===== src/rtl/arb2_pkg.sv =====
// arb2_pkg: shared definitions for the two-input round-robin stream arbiter.
//   state_e : arbiter FSM state encodings (IDLE, GRANT_A, GRANT_B)
//   SEL_A/B : mux select values (0 picks source A, 1 picks source B)
package arb2_pkg;

  typedef enum logic [1:0] {
    IDLE    = 2'd0,
    GRANT_A = 2'd1,
    GRANT_B = 2'd2
  } state_e;

  localparam logic SEL_A = 1'b0;
  localparam logic SEL_B = 1'b1;

endpackage


===== src/rtl/arb2_datapath.sv =====
// multiplex_behavior: single-bit 2:1 mux cell (Y = X ? B : A).
//   A, B : data inputs
//   X    : select (0 -> A, 1 -> B)
//   Y    : selected bit
//
// arb2_datapath: WIDTH-wide bit-sliced array of multiplex_behavior cells
// that picks the payload of the granted source for the output register.
//   a_data_i : source A payload
//   b_data_i : source B payload
//   sel_i    : select (SEL_A / SEL_B)
//   data_o   : selected payload
module multiplex_behavior (
  input  logic A,
  input  logic B,
  input  logic X,
  output logic Y
);

  always_comb begin
    Y = A;
    if (X) Y = B;
  end

endmodule

module arb2_datapath
  import arb2_pkg::*;
#(
  parameter int WIDTH = 8
) (
  input  logic [WIDTH-1:0] a_data_i,
  input  logic [WIDTH-1:0] b_data_i,
  input  logic             sel_i,
  output logic [WIDTH-1:0] data_o
);

  for (genvar i = 0; i < WIDTH; i++) begin : g_bit
    multiplex_behavior u_mux (
      .A (a_data_i[i]),
      .B (b_data_i[i]),
      .X (sel_i),
      .Y (data_o[i])
    );
  end

endmodule


===== src/rtl/arb2_stream.sv =====
// arb2_stream: two-input round-robin valid/ready arbiter with burst limiting
// and a one-entry output register.
//   clk, rst                   : clock, asynchronous active-high reset
//   a_valid/a_ready/a_data     : source A stream
//   b_valid/b_ready/b_data     : source B stream
//   out_valid/out_ready/out_data : registered output stream
//   out_sel                    : origin of the beat in out_data (0=A, 1=B)
module arb2_stream
  import arb2_pkg::*;
#(
  parameter int WIDTH     = 8,
  parameter int MAX_BURST = 4
) (
  input  logic             clk,
  input  logic             rst,
  input  logic             a_valid,
  output logic             a_ready,
  input  logic [WIDTH-1:0] a_data,
  input  logic             b_valid,
  output logic             b_ready,
  input  logic [WIDTH-1:0] b_data,
  output logic             out_valid,
  input  logic             out_ready,
  output logic [WIDTH-1:0] out_data,
  output logic             out_sel
);

  localparam int CNT_W = $clog2(MAX_BURST + 1);
  localparam logic [CNT_W-1:0] BURST_LAST = CNT_W'(MAX_BURST);

  state_e           state_q;
  logic [CNT_W-1:0] cnt_q;
  logic             last_q;
  logic             out_valid_q;
  logic [WIDTH-1:0] out_data_q;
  logic             out_sel_q;

  logic             out_free;
  logic             a_fire;
  logic             b_fire;
  logic             accept;
  logic             mux_sel;
  logic [WIDTH-1:0] mux_data;
  logic [CNT_W-1:0] cnt_d;
  logic             burst_done;
  logic             own_valid;
  logic             other_valid;
  state_e           other_grant;

  // The output register can take a new beat when empty or draining this cycle.
  assign out_free = !out_valid_q || out_ready;
  assign a_ready  = (state_q == GRANT_A) && out_free;
  assign b_ready  = (state_q == GRANT_B) && out_free;
  assign a_fire   = a_valid && a_ready;
  assign b_fire   = b_valid && b_ready;
  assign accept   = a_fire || b_fire;

  assign mux_sel    = (state_q == GRANT_B) ? SEL_B : SEL_A;
  assign cnt_d      = cnt_q + CNT_W'(1);
  assign burst_done = (cnt_d == BURST_LAST);

  // Valids seen from the point of view of the current grant holder.
  assign own_valid   = (state_q == GRANT_B) ? b_valid : a_valid;
  assign other_valid = (state_q == GRANT_B) ? a_valid : b_valid;
  assign other_grant = (state_q == GRANT_B) ? GRANT_A : GRANT_B;

  arb2_datapath #(.WIDTH(WIDTH)) u_datapath (
    .a_data_i (a_data),
    .b_data_i (b_data),
    .sel_i    (mux_sel),
    .data_o   (mux_data)
  );

  always_ff @(posedge clk or posedge rst) begin
    if (rst) begin
      state_q     <= IDLE;
      cnt_q       <= '0;
      last_q      <= SEL_B;
      out_valid_q <= 1'b0;
      out_data_q  <= '0;
      out_sel_q   <= SEL_A;
    end else begin
      // Output register: load on handshake, drain when consumed, else hold.
      if (accept) begin
        out_valid_q <= 1'b1;
        out_data_q  <= mux_data;
        out_sel_q   <= mux_sel;
      end else if (out_ready) begin
        out_valid_q <= 1'b0;
      end

      case (state_q)
        IDLE: begin
          cnt_q <= '0;
          if (a_valid && b_valid) begin
            state_q <= (last_q == SEL_A) ? GRANT_B : GRANT_A;
          end else if (a_valid) begin
            state_q <= GRANT_A;
          end else if (b_valid) begin
            state_q <= GRANT_B;
          end
        end

        GRANT_A, GRANT_B: begin
          if (accept) begin
            if (burst_done) begin
              // Burst limit reached: yield only if the other side is waiting.
              cnt_q <= '0;
              if (other_valid) begin
                state_q <= other_grant;
                last_q  <= mux_sel;
              end
            end else begin
              cnt_q <= cnt_d;
            end
          end else if (!own_valid) begin
            // Holder went quiet: hand over or fall back to IDLE.
            cnt_q   <= '0;
            last_q  <= mux_sel;
            state_q <= other_valid ? other_grant : IDLE;
          end
          // Otherwise the output is stalled: hold state and count.
        end

        default: begin
          state_q <= IDLE;
          cnt_q   <= '0;
        end
      endcase
    end
  end

  assign out_valid = out_valid_q;
  assign out_data  = out_data_q;
  assign out_sel   = out_sel_q;

endmodule


===== config.mk =====
export PLATFORM = sky130hd
export DESIGN_NAME = arb2_stream
export DESIGN_NICKNAME = d
export VERILOG_FILES = /design/src/rtl/arb2_pkg.sv /design/src/rtl/arb2_datapath.sv /design/src/rtl/arb2_stream.sv
export SDC_FILE = /design/constraint.sdc
export NUM_CORES = 1
export LEC_CHECK = 0
export CORE_ASPECT_RATIO = 0.7
export CORE_UTILIZATION = 40
export DETAILED_ROUTE_END_ITERATION = 8
export PLACE_DENSITY = 0.76
export SLEW_MARGIN = 0
export SYNTH_ARGS = -nofsm -noshare
export SYNTH_HDL_FRONTEND = slang
export SYNTH_SLANG_ARGS = --single-unit

===== constraint.sdc =====
create_clock -name clk -period 2.53 [get_ports clk]
set_input_delay 0.506 -clock clk [delete_from_list [all_inputs] [get_ports clk]]
set_output_delay 0.506 -clock clk [all_outputs]
set_load 0.03 [all_outputs]

==> impl_metrics.prom <==
# TYPE chip_impl_metric gauge
chip_impl_info{name="status",value="finished, final reports clean"} 1
chip_impl_metric{name="starting_density",unit=""} 0.445
chip_impl_metric{name="routed_wl",unit="µm"} 2310
chip_impl_metric{name="clock_sinks",unit=""} 16
chip_impl_metric{name="io_buffers",unit=""} 32
chip_impl_metric{name="synth_xor_area_frac",unit=""} 0.00877
chip_impl_info{name="clock_tree.root_cell",value="clkbuf_4"} 1
chip_impl_metric{name="critical_path_required",unit="ps"} 2740
chip_impl_metric{name="pin_count_of_the_biggest_net_entering_global_routing",unit=""} 17
chip_impl_metric{name="power_density",unit="mW/mm²"} 1110
chip_impl_metric{name="first_iter_violations",unit=""} 22
chip_impl_metric{name="ys.warnings.count",unit=""} 0
chip_impl_metric{name="finalHoldViolations",unit=""} 0
chip_impl_metric{name="postCtsSetupBuffers",unit=""} 0
chip_impl_metric{name="die_height",unit="µm"} 43.8
chip_impl_metric{name="seq_area_frac_synth",unit=""} 0.402
chip_impl_metric{name="insertedDiodeCount",unit=""} 0
chip_impl_metric{name="coreArea",unit="mm²"} 0.00224
chip_impl_metric{name="vdd_ir_drop_max",unit="µV"} 594
chip_impl_info{name="final_common_cell",value="clkdlybuf4s50_1"} 1
chip_impl_metric{name="pin_count",unit=""} 33
chip_impl_metric{name="achievable-frequency",unit="GHz"} 0.445
chip_impl_metric{name="yosys-mux-area-fraction",unit=""} 0.107
chip_impl_metric{name="number_of_violations_of_the_max_capacitance_limit",unit=""} 0
chip_impl_info{name="cts_tree",value="done"} 1
chip_impl_metric{name="cts_buffers",unit=""} 3
chip_impl_metric{name="grt.total_usage",unit=""} 0.188
chip_impl_metric{name="final_critical_path_setup_slack",unit="ps"} 284
chip_impl_info{name="main_combinational_cell_family_by_area_after_synthesis",value="compound AO/OA/AOI/OAI gates"} 1
chip_impl_metric{name="fin_worst_skew",unit="ps"} 2.46
chip_impl_metric{name="num-nets-final",unit=""} 168
chip_impl_metric{name="worstPathArrival",unit="ps"} 2460
chip_impl_metric{name="syn_to_final_growth",unit="%"} 40.1
chip_impl_info{name="kind_of_start_point_of_the_critical_path",value="flip-flop"} 1
chip_impl_info{name="min_path_type",value="flip-flop to flip-flop"} 1
chip_impl_info{name="rsz0062_at_grt",value="false"} 1
chip_impl_metric{name="report.final.slew_viol_count",unit=""} 0
chip_impl_metric{name="timing.final.crit_share",unit=""} 0.888
chip_impl_metric{name="final.setup.tns",unit="ps"} 0
chip_impl_metric{name="postSynthRegisterBits",unit=""} 16
chip_impl_metric{name="gr-total-overflow",unit=""} 0
chip_impl_metric{name="clk-insertion-delay-late",unit="ps"} 280
chip_impl_metric{name="rows",unit=""} 14
chip_impl_metric{name="number_of_enable_type_register_cells_in_the_synthesized_netlist",unit=""} 0
chip_impl_metric{name="tightest_slew",unit="ps"} 599
chip_impl_info{name="synth_top_cell_by_area",value="dfrtp_1"} 1
chip_impl_info{name="top_ff_cell_synth",value="dfrtp_1"} 1
chip_impl_info{name="post_synth_main_area_contributors",value="dfrtp_1 38%, mux2i_1 8.0%, ha_1 7.5%"} 1
chip_impl_metric{name="synth_area",unit="µm²"} 998
chip_impl_metric{name="die_w",unit="µm"} 61.7
chip_impl_metric{name="cts.path.max_buffers",unit=""} 2
chip_impl_metric{name="post-synth-top-area-fraction",unit=""} 0.376
chip_impl_metric{name="cts.htree.levels",unit=""} 1
chip_impl_metric{name="num_vias",unit=""} 873
chip_impl_metric{name="first_global_vias",unit=""} 862
chip_impl_metric{name="synth.avg_cell_area",unit="µm²"} 9.69
chip_impl_metric{name="synth.lib_cells_used.distinct",unit=""} 34
chip_impl_metric{name="clk_pin_slew",unit="ps"} 90
chip_impl_info{name="layout_common_cells",value="30 x clkdlybuf4s50_1, 15 x dfrtp_1, 14 x nand2_1, 9 x o21ai_1, 8 x mux2i_1"} 1
chip_impl_info{name="endpoint_kind",value="flip-flop"} 1
chip_impl_metric{name="synth-compound-area-share",unit=""} 0.199
chip_impl_metric{name="pre_repair_dr_iteration_count",unit=""} 4
chip_impl_metric{name="postSynthCellCount",unit=""} 103
chip_impl_metric{name="dp.final_hpwl",unit="µm"} 1860
chip_impl_metric{name="post-place-ws",unit="ps"} 117
chip_impl_metric{name="drt.antenna.violating_nets",unit=""} 0
chip_impl_metric{name="yosys.area_share.simple",unit=""} 0.165
chip_impl_metric{name="grt_pass1_wl",unit="µm"} 3650
chip_impl_metric{name="syn-num-nets",unit=""} 130
chip_impl_metric{name="maxSlewHeadroom",unit=""} 0.600
chip_impl_metric{name="gpl.final_weighted_congestion",unit=""} 0.739
chip_impl_metric{name="critical_path_fanout_max",unit=""} 6
chip_impl_metric{name="route.detailed.drc",unit=""} 0
chip_impl_metric{name="design.die.area",unit="mm²"} 0.00270
chip_impl_metric{name="wl_per_cell",unit="µm"} 13.4
chip_impl_metric{name="timing.final.crit_period",unit="ps"} 2250
chip_impl_metric{name="leakage",unit="µW"} 0.000626
chip_impl_metric{name="async_flop_share",unit=""} 1.00
chip_impl_metric{name="drive_above_1_share",unit=""} 0.100
chip_impl_info{name="setup.worst_path.class",value="flip-flop to flip-flop"} 1
chip_impl_metric{name="vias_per_cell",unit=""} 5.08
chip_impl_metric{name="adder_and_majority_gate_portion_of_the_synthesized_area",unit=""} 0.0752
chip_impl_metric{name="finalSetupViolations",unit=""} 0
chip_impl_metric{name="antenna_found_initial",unit=""} 0
power breakdown:
group | total (µW) | switching [µW] | internal (µW)
Combinational | 981 | 552 | 428
Sequential | 428 | 63.5 | 364
Clock | 138 | 76.6 | 61.2
Total | 1550 | 692 | 854
worst paths after layout:
check / startpoint / to / slack (ps) / cells after the start
worst min register to register: out_data[1]$_DFFE_PP0P_ / out_data[1]$_DFFE_PP0P_ / 490 / 2
worst max register to register: state_q[0]$_DFFE_PP0P_ / last_q$_DFFE_PP1P_ / 280 / 7
worst min-delay path: out_data[1]$_DFFE_PP0P_ / out_data[1]$_DFFE_PP0P_ / 490 / 2
worst max-delay path: state_q[0]$_DFFE_PP0P_ / last_q$_DFFE_PP1P_ / 280 / 7
max in group asynchronous: rst / cnt_q[2]$_DFFE_PP0P_ / 1540 / 2
min in group asynchronous: rst / out_data[0]$_DFFE_PP0P_ / 600 / 2
logic make-up (layout without fill, tap and decap cells):
group | after synthesis | in the layout
and+or+nand+nor | 34 | 34
AOI/OAI and AO/OA | 27 | 27
DFF | 16 | 16
muxes | 10 | 10
buffers and inverters | 9 | 46
adders and majority gates | 6 | 6
xor gates and xnor gates | 1 | 1
flip-flops by register name, indices dropped and copies added, names as in the netlist:
name	cells
out_valid	1
out_sel	1
cnt_q	3
state_q	2
out_data	8
last_q	1
per-stage QoR:
stage,cell area [µm²],power (µW),utilization,hold slack (ps),instances
6_report,1400,1550,0.624,490,172
5_1_grt,1400,1650,0.624,508,172
4_1_cts,1400,1560,0.623,495,172
3_5_place_dp,1370,1410,0.611,475,168
3_3_place_gp,1370,1380,0.611,469,168
2_1_floorplan,998,1080,-,419,103
cell usage after synthesis, types with 2 or more instances:
cell type  number
a21oi_1         5
and2_1          2
clkbuf_1        2
dfrtp_1        15
ha_1            6
inv_1           5
mux2i_1         8
nand2_1        14
nand2b_1        4
nand3_1         4
nor2_1          3
o21a_1          2
o21ai_1         9
o31a_1          2
o31ai_1         2
o41ai_1         2
per-layer routing:
metal / wire (µm) / share of wire / GRT usage
met3: 107 / 0.046 / 0.0716
met5: 0 / 0 / 0
met2: 1120 / 0.49 / 0.310
met4: 23 / 0.010 / 0.0533
met1: 1050 / 0.46 / 0.228
timing repair:
action,in CTS,in global routing
gates resized for setup,0,1
hold buffers,0,0
endpoints found under the setup margin,0,1
final cells by class:
cell class                      instances  area (µm²)
Clock buffer                            4        26.3
Sequential cell                        16         402
Multi-Input combinational cell         78         554
Timing Repair Buffer                   37         358
Tap cell                               32        40.0
Fill cell                             227         843
Inverter                                5        18.8
critical path, cell delays in order (launching register included):
cell	delay (ps)
dfrtp_1	430
inv_1	100
ha_1	310
buf_4	200
mux2_4	310
a311oi_4	390
nor4_1	110
mux2_1	320
No activity file was read; power rests on OpenSTA's default activity.
